<file path="src/rtl/bit_serializer_pkg.sv">
// Shared types and width helpers for the parallel-to-serial stage feeding the "101" detector.
package bit_serializer_pkg;

    typedef enum logic [1:0] {
        IDLE,
        SHIFT,
        PARITY,
        GAP
    } state_e;

    localparam int GAP_MAX   = 15;
    localparam int GAP_CNT_W = $clog2(GAP_MAX + 1);

    function automatic int bit_cnt_w(input int data_w);
        return $clog2(data_w);
    endfunction

endpackage

</file>
<file path="src/rtl/bit_serializer.sv">
// Parallel word in, one bit per clock out on sel/sel_valid, optional idle gap between words.
// Define BIT_SERIALIZER_PARITY_EN to append an even-parity (XOR) bit after every word.
module bit_serializer
    import bit_serializer_pkg::*;
#(
    parameter int DATA_W     = 8,
    parameter bit MSB_FIRST  = 1'b1,
    parameter int GAP_CYCLES = 0
) (
    input  logic              clk,
    input  logic              rst_n,
    input  logic [DATA_W-1:0] din,
    input  logic              din_valid,
    output logic              din_ready,
    output logic              sel,
    output logic              sel_valid,
    output logic              busy
);

    localparam int                   CNT_W    = bit_cnt_w(DATA_W);
    localparam logic [CNT_W-1:0]     LAST_IDX = CNT_W'(DATA_W - 1);
    localparam logic [GAP_CNT_W-1:0] GAP_LOAD = GAP_CNT_W'((GAP_CYCLES > 0) ? GAP_CYCLES - 1 : 0);

    state_e                 state_q, state_d;
    logic [DATA_W-1:0]      sreg_q, sreg_d;
    logic [CNT_W-1:0]       bcnt_q, bcnt_d;
    logic [GAP_CNT_W-1:0]   gcnt_q, gcnt_d;
    logic                   sel_q, sel_d;
    logic                   sel_valid_q, sel_valid_d;
    logic                   word_done;
`ifdef BIT_SERIALIZER_PARITY_EN
    logic                   par_q, par_d;
`endif

    function automatic logic head_bit(input logic [DATA_W-1:0] w);
        return MSB_FIRST ? w[DATA_W-1] : w[0];
    endfunction

    function automatic logic [DATA_W-1:0] advance(input logic [DATA_W-1:0] w);
        return MSB_FIRST ? (w << 1) : (w >> 1);
    endfunction

    always_comb begin
        state_d     = state_q;
        sreg_d      = sreg_q;
        bcnt_d      = bcnt_q;
        gcnt_d      = gcnt_q;
        sel_d       = sel_q;
        sel_valid_d = sel_valid_q;
        din_ready   = 1'b0;
        word_done   = 1'b0;
`ifdef BIT_SERIALIZER_PARITY_EN
        par_d       = par_q;
`endif

        case (state_q)
            IDLE: begin
                din_ready   = 1'b1;
                sel_d       = 1'b0;
                sel_valid_d = 1'b0;
            end
            SHIFT: begin
                if (bcnt_q != '0) begin
                    sel_d       = head_bit(sreg_q);
                    sel_valid_d = 1'b1;
                    sreg_d      = advance(sreg_q);
                    bcnt_d      = bcnt_q - CNT_W'(1);
                end else begin
`ifdef BIT_SERIALIZER_PARITY_EN
                    state_d     = PARITY;
                    sel_d       = par_q;
                    sel_valid_d = 1'b1;
`else
                    // Last data bit on the wire: a new word may chain in with no bubble.
                    din_ready   = (GAP_CYCLES == 0);
                    word_done   = 1'b1;
`endif
                end
            end
`ifdef BIT_SERIALIZER_PARITY_EN
            PARITY: begin
                din_ready = (GAP_CYCLES == 0);
                word_done = 1'b1;
            end
`endif
            GAP: begin
                sel_d       = 1'b0;
                sel_valid_d = 1'b0;
                if (gcnt_q == '0) state_d = IDLE;
                else              gcnt_d  = gcnt_q - GAP_CNT_W'(1);
            end
            default: begin
                state_d     = IDLE;
                sel_d       = 1'b0;
                sel_valid_d = 1'b0;
            end
        endcase

        if (word_done) begin
            sel_d       = 1'b0;
            sel_valid_d = 1'b0;
            if (GAP_CYCLES > 0) begin
                state_d = GAP;
                gcnt_d  = GAP_LOAD;
            end else begin
                state_d = IDLE;
            end
        end

        // The head bit goes straight to sel so it appears the cycle after the accept.
        if (din_valid && din_ready) begin
            state_d     = SHIFT;
            sel_d       = head_bit(din);
            sel_valid_d = 1'b1;
            sreg_d      = advance(din);
            bcnt_d      = LAST_IDX;
`ifdef BIT_SERIALIZER_PARITY_EN
            par_d       = ^din;
`endif
        end
    end

    always_ff @(posedge clk or negedge rst_n) begin
        if (!rst_n) begin
            state_q     <= IDLE;
            sreg_q      <= '0;
            bcnt_q      <= '0;
            gcnt_q      <= '0;
            sel_q       <= 1'b0;
            sel_valid_q <= 1'b0;
        end else begin
            state_q     <= state_d;
            sreg_q      <= sreg_d;
            bcnt_q      <= bcnt_d;
            gcnt_q      <= gcnt_d;
            sel_q       <= sel_d;
            sel_valid_q <= sel_valid_d;
        end
    end

`ifdef BIT_SERIALIZER_PARITY_EN
    always_ff @(posedge clk or negedge rst_n) begin
        if (!rst_n) par_q <= 1'b0;
        else        par_q <= par_d;
    end
`endif

    assign sel       = sel_q;
    assign sel_valid = sel_valid_q;
    assign busy      = (state_q != IDLE);

endmodule
</file>
<file path="config.mk">
export PLATFORM = sky130hd
export DESIGN_NAME = bit_serializer
export DESIGN_NICKNAME = d
export VERILOG_FILES = /design/src/rtl/bit_serializer_pkg.sv /design/src/rtl/bit_serializer.sv
export SDC_FILE = /design/constraint.sdc
export NUM_CORES = 1
export LEC_CHECK = 0
export ABC_AREA = 0
export CAP_MARGIN = 20
export CORE_AREA = 2 2 39 41
export CTS_BUF_LIST = sky130_fd_sc_hd__clkbuf_4 sky130_fd_sc_hd__clkbuf_8 sky130_fd_sc_hd__clkbuf_16
export DETAILED_ROUTE_END_ITERATION = 6
export DIE_AREA = 0 0 41 43
export DONT_BUFFER_PORTS = 1
export PLACE_DENSITY = 0.67
export SETUP_SLACK_MARGIN = 0.15
export SYNTH_ARGS = -nofsm -noshare
export SYNTH_HDL_FRONTEND = slang
export SYNTH_SLANG_ARGS = --single-unit
</file>
<file path="constraint.sdc">
create_clock -name clk -period 1.59 [get_ports clk]
set_input_delay 0.159 -clock clk [delete_from_list [all_inputs] [get_ports clk]]
set_output_delay 0.159 -clock clk [all_outputs]
set_load 0.01 [all_outputs]
</file>
==> impl_metrics.csv <==
group,metric,value,unit
finish,drive_gt1_share,50.0,%
worst_setup_path,r2r_slack,0.17,ns
synthesis,syn_inst,49,
finish,final_common_cell,"dfrtp_1",
worst_hold_path,hold_start,"din_valid",
worst_setup_path,r2r_cells,6,
worst_setup_path,cp_num_buf_inv,3,
worst_setup_path,cp-start-kind,"register",
placement,postPlaceCellArea,661,µm²
synthesis,synth.distinct_cells,17,
routing,routedWlPerCell,13.8,µm
timing,hold_viol_final,0,
worst_setup_path,setup.worst_path.end,"din_ready",
status,status,"completed",
timing,holdWs,0.0391,ns
worst_setup_path,cp_data_required_time,1.43,ns
timing,max_freq,702,MHz
timing,rsz0062_at_grt,"true",
routing,drt-pass1-iter-count,1,
power,power.density,1750,mW/mm²
clock_network,clockBufferDepth,2,
power,pwr-share-seq,39.8,%
routing,viasPerCell,5.08,
timing,max-slew-margin-rel,59.8,%
worst_setup_path,cpPeakStageDelay,0.39,ns
floorplanning,start_util,46.1,%
clock_network,cts_tree,"yes",
timing,worst_pin_slew,0.602,ns
grt,grt_pass1_vias,367,
routing,via_count,386,
power,p_switching,0.424,mW
synthesis,synth-compound-area-share,5.29,%
worst_hold_path,hold_path_class,"in2reg",
clock_network,cts_buffers,3,
synthesis,synthMuxAreaShare,27.1,%
timing,fin_skew,0.000661,ns
synthesis,synth-simple-area-share,6.86,%
routing,route.antenna.remaining_nets,0,
finish,stdcell_count,76,
power,p_int,0.924,mW
placement,pre_cts_ws,0.0838,ns
floorplanning,core,0.00138,mm²
worst_setup_path,startpoint,"bcnt_q[0]",
power,p_clk_share,16.0,%
finish,layout_common_cells,"dfrtp_1, mux2_2, buf_4",
placement,port_buffers,0,
synthesis,ys_ff_latch,13,
timing,setup_viol,0,
floorplanning,rows,14,
synthesis,syn_area,638,µm²
synthesis,yosysWarnings,0,
finish,antenna_cells,0,
grt,grt_pass1_wl,1570,µm
worst_setup_path,cp_slowest_cell,"dfrtp_1",
power,swShare,31.5,%
clock_network,clkSinkCount,13,
finish,finalInstanceArea,769,µm²
power,power.leakage,0.359,nW
worst_setup_path,reg2reg_from,"bcnt_q[0]",
clock_network,insertion_delay,0.27,ns
synthesis,avgSynthCellArea,13.0,µm²
flow_run,drv_cap,0,
power,pwr-share-comb,44.2,%
timing,finalMaxSlewViolations,0,
grt,grt_max_degree,14,
synthesis,syn_nets,62,
finish,area_growth,20.6,%
placement,place.gp.congestion,0.700,
routing,wl,1050,µm
grt,grt_usage,13.5,%
worst_setup_path,path_delay_family,"flip-flops",
timing,min_period,1.42,ns
grt,grt_overflow_total,0,
synthesis,synth_top_family_by_area,"multiplexers",
worst_setup_path,crit_chain,"inv_2 -> ha_4 -> inv_2 -> o21ai_4 -> buf_6",
clock_network,path_clk_slew,0.07,ns
placement,place_inst,64,
routing,drt_iter0_markers,0,
worst_setup_path,worstPathArrival,1.26,ns
timing,fin_tns_setup,0,ns
synthesis,synthAdderAreaFrac,3.92,%
synthesis,synthXorXnorAreaFrac,0,%
floorplanning,die_w,41,µm
grt,antenna_found_initial,0,
clock_network,htreeDepth,1,
worst_setup_path,r2r-end,"sreg_q[7]",
synthesis,ys_seq_area_share,51.0,%
worst_setup_path,cp.depth,5,
floorplanning,ioPinCount,15,
worst_setup_path,path_max_fanout,7,
clock_network,root_buffer,"clkbuf_4",
timing,timing.final.crit_share,89.6,%
floorplanning,dieArea,0.00176,mm²
worst_setup_path,cpMostUsedCell,"inv_2",
worst_setup_path,end_kind,"output port",
finish,final_nets,74,
floorplanning,die_h,43,µm
power,irDropWorstVdd,0.802,mV
timing,worst_slack,0.166,ns
worst_setup_path,critical_path_class,"reg2out",
routing,drcViolationCount,0,
-- timing repair --
item,CTS,global route
setup buffers,4,2
hold buffers,2,0
resized for setup,2,2
hold endpoints to repair,15,0
pin swaps,2,2
setup endpoints to repair,8,7
-- cell families (layout without fill, tap and decap cells) --
kind of cell | Yosys count | in the layout
compound gates | 5 | 5
mux | 15 | 15
fa+ha+maj | 2 | 2
buf+inv | 6 | 17
simple gates | 8 | 8
flops | 13 | 13
-- metal layers --
metal	track usage, %	up-vias	wire length, µm
li1	-	188	-
met1	18.4	185	461
met2	18.4	11	509
met3	5.24	2	61
met4	6.00	0	17
met5	0	-	0
-- final cells by class --
class | instances | area, µm²
timing repair buffer | 9 | 76.3
inverter | 4 | 15.0
sequential | 13 | 325
tap | 16 | 20.0
clock buffer | 4 | 30.0
multi-input combinational | 30 | 303
fill | 119 | 614
-- power by group through the flow --
stage,Sequential (mW),Clock (mW),Combinational (mW)
floorplan,0.525,0,0.401
global placement,0.541,0,0.429
detailed placement,0.543,0,0.436
CTS,0.535,0.223,0.531
global route,0.552,0.240,0.660
finish,0.536,0.215,0.597
-- Yosys cell counts, drive strengths merged --
| cell | instances | area share, % |
|---|---|---|
| dfrtp | 13 | 51 |
| nand2 | 2 | 1.2 |
| mux2i | 3 | 4.7 |
| inv | 4 | 2.4 |
| and2 | 1 | 0.98 |
| nor3 | 1 | 0.78 |
| o21ai | 2 | 2.2 |
| nor2 | 2 | 1.2 |
| nand2b | 2 | 2.7 |
| buf | 2 | 3.5 |
| a211oi | 1 | 1.2 |
| a21o | 1 | 1.2 |
| mux2 | 12 | 22 |
| ha | 2 | 3.9 |
| a21oi | 1 | 0.78 |
-- per-stage QoR --
stage                     utilization (%)  power, mW
final                                55.6       1.35
after global routing                 55.6       1.45
after CTS                            53.8       1.29
after detailed placement             47.7      0.979
after global placement               47.7      0.970
after floorplan                         -      0.926
-- flip-flops by register name, indices dropped and copies added, names as in the netlist --
name and count:
sreg_q 7, bcnt_q 3, sel 1, sel_valid 1, state_q 1
-- worst min path at each step --
stage | cells after the start | endpoint | slack [ns]
CTS | 2 | sel | 0.03
global placement | 0 | sel | -0.14
global route | 2 | sel | 0.05
floorplan | 0 | bcnt_q[0] | -0.14
finish | 2 | sel | 0.04
detailed placement | 0 | sel | -0.14
Power figures use the tool's default switching activity.
